**src/rtl/uart_pkg.sv**
```systemverilog
// Shared UART definitions: receiver state encoding and default frame constants.
package uart_pkg;

    typedef enum logic [2:0] {
        IDLE      = 3'd0,
        START     = 3'd1,
        DATA      = 3'd2,
        STOP      = 3'd3,
        WAIT_HIGH = 3'd4
    } rx_state_t;

    localparam int OVS_DEF       = 16;
    localparam int DATA_BITS_DEF = 8;

endpackage

```
**src/rtl/uart_baud_tick.sv**
```systemverilog
// Oversample tick divider: one-cycle tick every CLK_DIV clocks, with synchronous
// clear so the tick phase can be realigned to an incoming edge.
module uart_baud_tick #(
    parameter int CLK_DIV = 27
) (
    input  logic clk,
    input  logic reset,
    input  logic clear,
    output logic tick
);

    localparam int DIV_W = $clog2(CLK_DIV);
    localparam logic [DIV_W-1:0] DIV_LAST = DIV_W'(CLK_DIV - 1);

    logic [DIV_W-1:0] div_cnt;

    assign tick = (div_cnt == DIV_LAST);

    always_ff @(posedge clk) begin
        if (reset || clear) begin
            div_cnt <= '0;
        end else if (tick) begin
            div_cnt <= '0;
        end else begin
            div_cnt <= div_cnt + 1'b1;
        end
    end

endmodule

```
**src/rtl/uart_rx_ctrl.sv**
```systemverilog
// UART receive controller: synchronizes the line, samples an 8N1-style frame at
// mid-bit, and hands bytes out through a valid/ready holding register.
module uart_rx_ctrl
    import uart_pkg::*;
#(
    parameter int CLK_DIV   = 27,
    parameter int OVS       = OVS_DEF,
    parameter int DATA_BITS = DATA_BITS_DEF
) (
    input  logic                 clk,
    input  logic                 reset,
    input  logic                 i_rxd,
    output logic [DATA_BITS-1:0] o_rx_data,
    output logic                 o_rx_valid,
    input  logic                 i_rx_ready,
    output logic                 o_frame_err,
    output logic                 o_overrun,
    output logic                 o_busy
);

    localparam int OS_W  = $clog2(OVS);
    localparam int BIT_W = $clog2(DATA_BITS);
    localparam logic [OS_W-1:0]  OS_MID   = OS_W'(OVS / 2 - 1);
    localparam logic [OS_W-1:0]  OS_LAST  = OS_W'(OVS - 1);
    localparam logic [BIT_W-1:0] BIT_LAST = BIT_W'(DATA_BITS - 1);

    rx_state_t            state, state_n;
    logic                 rxd_m, rxd_s;
    logic [OS_W-1:0]      os_cnt, os_cnt_n;
    logic [BIT_W-1:0]     bit_cnt, bit_cnt_n;
    logic [DATA_BITS-1:0] shreg, shreg_n;
    logic                 div_clear, tick;
    logic                 good_evt, ferr_evt;

    uart_baud_tick #(.CLK_DIV(CLK_DIV)) u_baud (
        .clk   (clk),
        .reset (reset),
        .clear (div_clear),
        .tick  (tick)
    );

    assign o_busy = (state != IDLE);

    always_comb begin
        state_n   = state;
        os_cnt_n  = os_cnt;
        bit_cnt_n = bit_cnt;
        shreg_n   = shreg;
        div_clear = 1'b0;
        good_evt  = 1'b0;
        ferr_evt  = 1'b0;
        case (state)
            IDLE: begin
                if (!rxd_s) begin
                    state_n   = START;
                    os_cnt_n  = '0;
                    bit_cnt_n = '0;
                    div_clear = 1'b1;
                end
            end
            START: begin
                if (tick) begin
                    if (os_cnt == OS_MID) begin
                        os_cnt_n = '0;
                        state_n  = rxd_s ? IDLE : DATA;
                    end else begin
                        os_cnt_n = os_cnt + 1'b1;
                    end
                end
            end
            DATA: begin
                if (tick) begin
                    if (os_cnt == OS_LAST) begin
                        os_cnt_n  = '0;
                        shreg_n   = {rxd_s, shreg[DATA_BITS-1:1]};
                        bit_cnt_n = bit_cnt + 1'b1;
                        if (bit_cnt == BIT_LAST) state_n = STOP;
                    end else begin
                        os_cnt_n = os_cnt + 1'b1;
                    end
                end
            end
            STOP: begin
                if (tick) begin
                    if (os_cnt == OS_LAST) begin
                        os_cnt_n = '0;
                        if (rxd_s) begin
                            good_evt = 1'b1;
                            state_n  = IDLE;
                        end else begin
                            ferr_evt = 1'b1;
                            state_n  = WAIT_HIGH;
                        end
                    end else begin
                        os_cnt_n = os_cnt + 1'b1;
                    end
                end
            end
            // A held-low line (break) must return high before a new start is accepted.
            WAIT_HIGH: begin
                if (rxd_s) state_n = IDLE;
            end
            default: state_n = IDLE;
        endcase
    end

    always_ff @(posedge clk) begin
        if (reset) begin
            state       <= IDLE;
            rxd_m       <= 1'b1;
            rxd_s       <= 1'b1;
            os_cnt      <= '0;
            bit_cnt     <= '0;
            o_rx_data   <= '0;
            o_rx_valid  <= 1'b0;
            o_frame_err <= 1'b0;
            o_overrun   <= 1'b0;
        end else begin
            state       <= state_n;
            rxd_m       <= i_rxd;
            rxd_s       <= rxd_m;
            os_cnt      <= os_cnt_n;
            bit_cnt     <= bit_cnt_n;
            o_frame_err <= ferr_evt;
            o_overrun   <= good_evt && o_rx_valid && !i_rx_ready;
            // A byte accepted this cycle frees the holding register for the new one.
            if (good_evt && (!o_rx_valid || i_rx_ready)) begin
                o_rx_data  <= shreg;
                o_rx_valid <= 1'b1;
            end else if (o_rx_valid && i_rx_ready) begin
                o_rx_valid <= 1'b0;
            end
        end
    end

    always_ff @(posedge clk) begin
        shreg <= shreg_n;
    end

endmodule

```
**config.mk**
```make
export PLATFORM = sky130hd
export DESIGN_NAME = uart_rx_ctrl
export DESIGN_NICKNAME = d
export VERILOG_FILES = /design/src/rtl/uart_pkg.sv /design/src/rtl/uart_baud_tick.sv /design/src/rtl/uart_rx_ctrl.sv
export SDC_FILE = /design/constraint.sdc
export NUM_CORES = 1
export LEC_CHECK = 0
export CAP_MARGIN = 20
export CORE_ASPECT_RATIO = 0.6
export CORE_MARGIN = 10
export CORE_UTILIZATION = 50
export DETAILED_ROUTE_END_ITERATION = 8
export HOLD_SLACK_MARGIN = 0.15
export PLACE_DENSITY_LB_ADDON = 0.3
export SETUP_SLACK_MARGIN = 0.15
export SLEW_MARGIN = 20
export SYNTH_ARGS = -nofsm -noshare
export SYNTH_HDL_FRONTEND = slang
export SYNTH_SLANG_ARGS = --single-unit
```
**constraint.sdc**
```tcl
create_clock -name clk -period 1.8 [get_ports clk]
set_clock_uncertainty 0.1 [all_clocks]
set_input_delay 0.36 -clock clk [delete_from_list [all_inputs] [get_ports clk]]
set_output_delay 0.36 -clock clk [all_outputs]
set_load 0.02 [all_outputs]
```
# Yosys cells after proc, flatten, opt, wreduce, memory -nomap -nowiden
# Index checks and enable logic that the tools add are counted.
dict set report word_totals {
  ff_bits 36
}
dict set report classes {
  mux 30
  n_eq_ne 18
  n_addsub 3
  bitwise 3
  n_reduce_logical 20
}
# op n
set ops {}
lappend ops {{$mux W3} 13}
lappend ops {{$mux W4} 5}
lappend ops {{$ne A2 B2 Y1 const B} 9}
lappend ops {{$pmux W3 S5} 1}
lappend ops {{$pmux W4 S3} 1}
lappend ops {{$reduce_and A9 Y1} 1}
lappend ops {{$mux W1} 8}
lappend ops {{$reduce_and A4 Y1} 2}
lappend ops {{$eq A3 B2 Y1 const B} 2}
lappend ops {{$eq A3 B3 Y1 const B} 2}
lappend ops {{$pmux W3 S2} 1}
lappend ops {{$reduce_bool A3 Y1} 2}
lappend ops {{$add A5 B1 Y5 const B} 1}
lappend ops {{$eq A5 B5 Y1 const B} 1}
lappend ops {{$add A4 B1 Y4 const B} 1}
lappend ops {{$eq A4 B3 Y1 const B} 1}
lappend ops {{$eq A4 B4 Y1 const B} 1}
lappend ops {{$logic_and A1 B1 Y1} 4}
lappend ops {{$reduce_bool A2 Y1} 2}
lappend ops {{$reduce_or A2 Y1} 2}
lappend ops {{$reduce_or A4 Y1} 1}
lappend ops {{$add A3 B1 Y3 const B} 1}
lappend ops {{$eq A3 B1 Y1 const B} 1}
lappend ops {{$logic_not A3 Y1} 1}
lappend ops {{other kinds (6)} 10}

# Longest topological paths before layout
# Gate-level depths: netlist of the first run.
dict set report logic_depth {
  ltp_word 6
  depth_mapped 7
  depth_no_buf 6
}

# Hierarchy
# From an unflattened synthesis of the first run, not the netlist that was laid out.
dict set report unflattened {
  hier_cells 145
  hier_area_um2 1527.7
}
# module area_each_um2 n_inst cells_per_inst
set by_module_without_submodules {}
lappend by_module_without_submodules {uart_rx_ctrl 1322.5 1 125}
lappend by_module_without_submodules {uart_baud_tick 205.2 1 20}

# Worst setup path after synthesis of the first run
# Ideal clock, no wire load.
dict set report synth_timing {
  path_kind {register to register}
  startpoint {register u_baud.div_cnt[0]}
  endpoint {register shreg[0], enable pin}
  t_arrival_ps 1277
  setup_ps 306
  synth_period_minus_slack_ps 1683
  path_buffers 0
  stages_incl_launch_ff 7
  t_required_ps 1394
  path_slack_ps 117
  cell_sequence {dfxtp_1 > inv_1 > ha_1 > and4b_2 > and3_2 > nand3_2 > inv_2}
}
dict set report synth_via {
  elab_chain_cells 2
}
# item line_no
set synth_rtl {}
lappend synth_rtl {{from (decl)} uart_baud_tick.sv:15} ;# logic [DIV_W-1:0] div_cnt;
lappend synth_rtl {{from (signal assigned)} uart_baud_tick.sv:25} ;# div_cnt <= div_cnt + 1'b1;
lappend synth_rtl {{$eq A5 B5 Y1} uart_baud_tick.sv:17} ;# assign tick = (div_cnt == DIV_LAST);
lappend synth_rtl {{$reduce_and A3 Y1 (no line)} -}
lappend synth_rtl {{to (signal assigned)} uart_rx_ctrl.sv:137} ;# shreg <= shreg_n;
lappend synth_rtl {{to (decl)} uart_rx_ctrl.sv:31} ;# logic [DATA_BITS-1:0] shreg, shreg_n;
# Every way passes these cells.
# A chain may end at the register's enable or synchronous reset.

# Worst setup path in the final report of the first run
dict set report layout_timing {
  startpoint {register u_baud.div_cnt[0]}
  endpoint {register shreg[6], enable pin}
}
# Same word-level chain as after synthesis.

==> results of run 1 <==
layout by cell type (no fill, tap or decap), types with 3 or more instances in the layout:
master           instances
inv_1                    3
clkbuf_8                 5
clkdlybuf4s50_1          3
o21ai_1                 11
nand2_1                 11
a21oi_1                 14
edfxtp_1                 8
dfxtp_2                  3
buf_4                   12
xor2_1                   3
dfxtp_1                 25
nand2b_1                 5
nor2_1                  10
or2_1                    3
mux2i_1                  3
nand3_1                 11
dlygate4sd2_1           11
ha_1                     3
power breakdown:
group | leakage (nW) | switching (mW) | total [mW] | internal [mW]
logic | 0.431 | 0.0649 | 0.114 | 0.0487
clock network | 0.0422 | 0.268 | 0.539 | 0.271
registers | 0.299 | 0.00879 | 0.843 | 0.834
total | 0.773 | 0.342 | 1.50 | 1.15
cells by family (layout without fill, tap and decap cells):
family	Yosys count	after routing	share of synthesized area (%)
AOI/OAI and AO/OA	40	40	15.5
buffers and inverters	15	41	4.04
and+or+nand+nor	62	62	22.2
muxes	3	3	1.87
adders and majority gates	5	5	3.89
DFF	36	36	49.8
xor gates and xnor gates	5	5	2.72
synthesized netlist by cell type, drive strengths merged, types with 2 or more instances:
library cell	number
inv	5
nand3	12
and3	2
a311oi	3
o21ai	13
or3	2
nand3b	2
edfxtp	8
and4b	2
mux2i	3
xor2	3
buf	7
nand2b	5
nand2	11
a21oi	14
clkbuf	3
dfxtp	28
or2	5
ha	5
xnor2	2
nor2	11
nor4	2
state kept, by name (all words and copies together) (netlist names):
name and flops:
o_frame_err 1, o_rx_valid 1, o_overrun 1, o_rx_data 8
bit_cnt 3, state 3, rxd_s 1, rxd_m 1
shreg 8, u_baud.div_cnt 5, os_cnt 4
critical path: stages, from the launching register on:
cell     delay, ps
dfxtp_2        330
inv_2           60
ha_4           120
and4b_2        300
and3_4         260
nand3_4        110
inv_6          110
cell type report:
type	count	area, um2
Inverter	5	23.8
Fill cell	250	993
Clock inverter	1	5.00
Clock buffer	7	76.3
Sequential cell	36	805
Tap cell	42	52.6
Timing Repair Buffer	28	233
Multi-Input combinational cell	115	777
metrics by stage:
stage | utilization (%) | cell area (um2) | setup WS (ps)
6_report | 66.5 | 1970 | 126
5_1_grt | 66.5 | 1970 | 72.6
4_1_cts | 66.0 | 1960 | 52.8
3_5_place_dp | 62.0 | 1840 | -36.9
3_3_place_gp | 62.0 | 1840 | 29.4
2_1_floorplan | - | 1620 | 150
worst max path at each step:
stage / endpoint / slack (ps) / cells after the start
global placement: os_cnt[3] / 30 / 5
global route: o_rx_data[4] / 70 / 5
finish: shreg[6] / 130 / 6
detailed placement: os_cnt[3] / -40 / 5
floorplan: shreg[0] / 150 / 6
CTS: o_busy / 50 / 2
timing repair:
item / 4_1_cts / 5_1_grt
setup buffers: 3 / 1
gates resized for setup: 22 / 7
pin swaps: 1 / 4
setup endpoints to repair: 33 / 26
per-layer routing:
layer | vias to the layer above | part of all wire, %
li1 | 648 | -
met1 | 640 | 45
met2 | 46 | 47
met3 | 5 | 7.0
met4 | 0 | 1.4
met5 | - | 0
==> results.sh, run 1 <==
export IMPL_cts_tree="built"
export IMPL_portBuffers=15
export IMPL_use_met3_pct=4.20
export IMPL_wirelength_mm=3.85
export IMPL_grt_max_degree=25
export IMPL_yosys_area_top_type="dfxtp_1"
export IMPL_reg2regPathDepth=6
export IMPL_final_cells=234
export IMPL_place_congestion=0.881
export IMPL_rsz0062_at_grt="yes"
export IMPL_ys_types=48
export IMPL_finalCritPeriodShare_pct=93.0
export IMPL_drv_slew=0
export IMPL_slew_headroom_pct=60.6
export IMPL_initial_core_util_pct=54.3
export IMPL_crit_path_start_kind="flip-flop"
export IMPL_cts_hold_buf=0
export IMPL_clk_path_buf_depth=2
export IMPL_rrSetupSlack_ps=130
export IMPL_outcome="completed"
export IMPL_nets=200
export IMPL_fin_crit_ps=1670
export IMPL_dpl_hpwl_mm=2.80
export IMPL_grt_overflow=0
export IMPL_finalSetupViolations=0
export IMPL_peakVddDrop_uv=405
export IMPL_core_area_um2=2970
export IMPL_ys_async_sr_fraction_pct=0
export IMPL_drc=0
export IMPL_synth_fp_nets=175
export IMPL_timing_rr_start="u_baud.div_cnt[0]"
export IMPL_finalPower_mw=1.50
export IMPL_synth_area_leaders="dfxtp_1, edfxtp_1, a21oi_1"
export IMPL_ant_nets=0
export IMPL_ys_seq_area_share_pct=49.8
export IMPL_p_leak_nw=0.773
export IMPL_grt_busiest_layer="met2"
export IMPL_numClockSinks=36
export IMPL_cts_root_buf="clkbuf_8"
export IMPL_antenna_found_initial=0
export IMPL_cts_htree_levels=2
export IMPL_drt_first_pass_iters=4
export IMPL_rows=15
export IMPL_min_from="rxd_m"
export IMPL_clkTransAtPathRegs_ps=60
export IMPL_grt_use_met2_pct=20.1
export IMPL_grt_pass1_vias=1297
export IMPL_num_vias=1339
export IMPL_grtUsageTotal_pct=13.5
export IMPL_worstSetupStartpoint="u_baud.div_cnt[0]"
export IMPL_cap_violations=0
export IMPL_cellPowerDensity_nw_per_um2=759
export IMPL_avgSynthCellArea_um2=9.69
export IMPL_wire_per_inst_um=16.5
export IMPL_synthFlopType="dfxtp_1"
export IMPL_holdPathStages=1
export IMPL_drive_above_1_share_pct=19.8
export IMPL_grt_pass1_wl_mm=6.44
export IMPL_dieArea_um2=5960
export IMPL_ios=16
export IMPL_die_w_um=93.2
export IMPL_reg2reg_to="shreg[6]"
export IMPL_grtUsageMet1_pct=17.7
export IMPL_area_growth_pct=22.6
export IMPL_vias_per_cell=5.72
export IMPL_path_class="flip-flop to flip-flop"
export IMPL_dpl_cell_count=222
export IMPL_clk_insertion_delay_late_ps=290
export IMPL_drt_iter0_drc=87
export IMPL_whs_endpoint="rxd_s"
export IMPL_netlist_area_um2=1610
export IMPL_die_h_um=63.9
export IMPL_cp_max_fo=8
export IMPL_synth_seq_cells=36
export IMPL_hold_violations=0
export IMPL_synth_edff_count=8
export IMPL_worst_hold_slack_ps=317
export IMPL_numCtsBuffers=5
export IMPL_synthCells=166
export IMPL_yosys_warnings=0
export IMPL_arrival_ps=1580
export IMPL_cp_required_ps=1700
export IMPL_min_path_type="flip-flop to flip-flop"
export IMPL_synth_top_area_share_pct=34.8
export IMPL_antenna_cells=0
export IMPL_setup_worst_path_end_class="flip-flop"
export IMPL_setup_tns_final_ps=0
export IMPL_max_freq_mhz=597
export IMPL_worst_pin_slew_ps=589
Note: power is estimated with default switching activity, not from simulation.
==> inputs of run 2 (changes only) <==
--- a/config.mk
+++ b/config.mk
@@ -13,7 +13,6 @@
 export HOLD_SLACK_MARGIN = 0.15
 export PLACE_DENSITY_LB_ADDON = 0.3
 export SETUP_SLACK_MARGIN = 0.15
-export SLEW_MARGIN = 20
 export SYNTH_ARGS = -nofsm -noshare
 export SYNTH_HDL_FRONTEND = slang
 export SYNTH_SLANG_ARGS = --single-unit
==> results of run 2 <==
No change in the layout: final DEF, timing and power equal those of run 1.
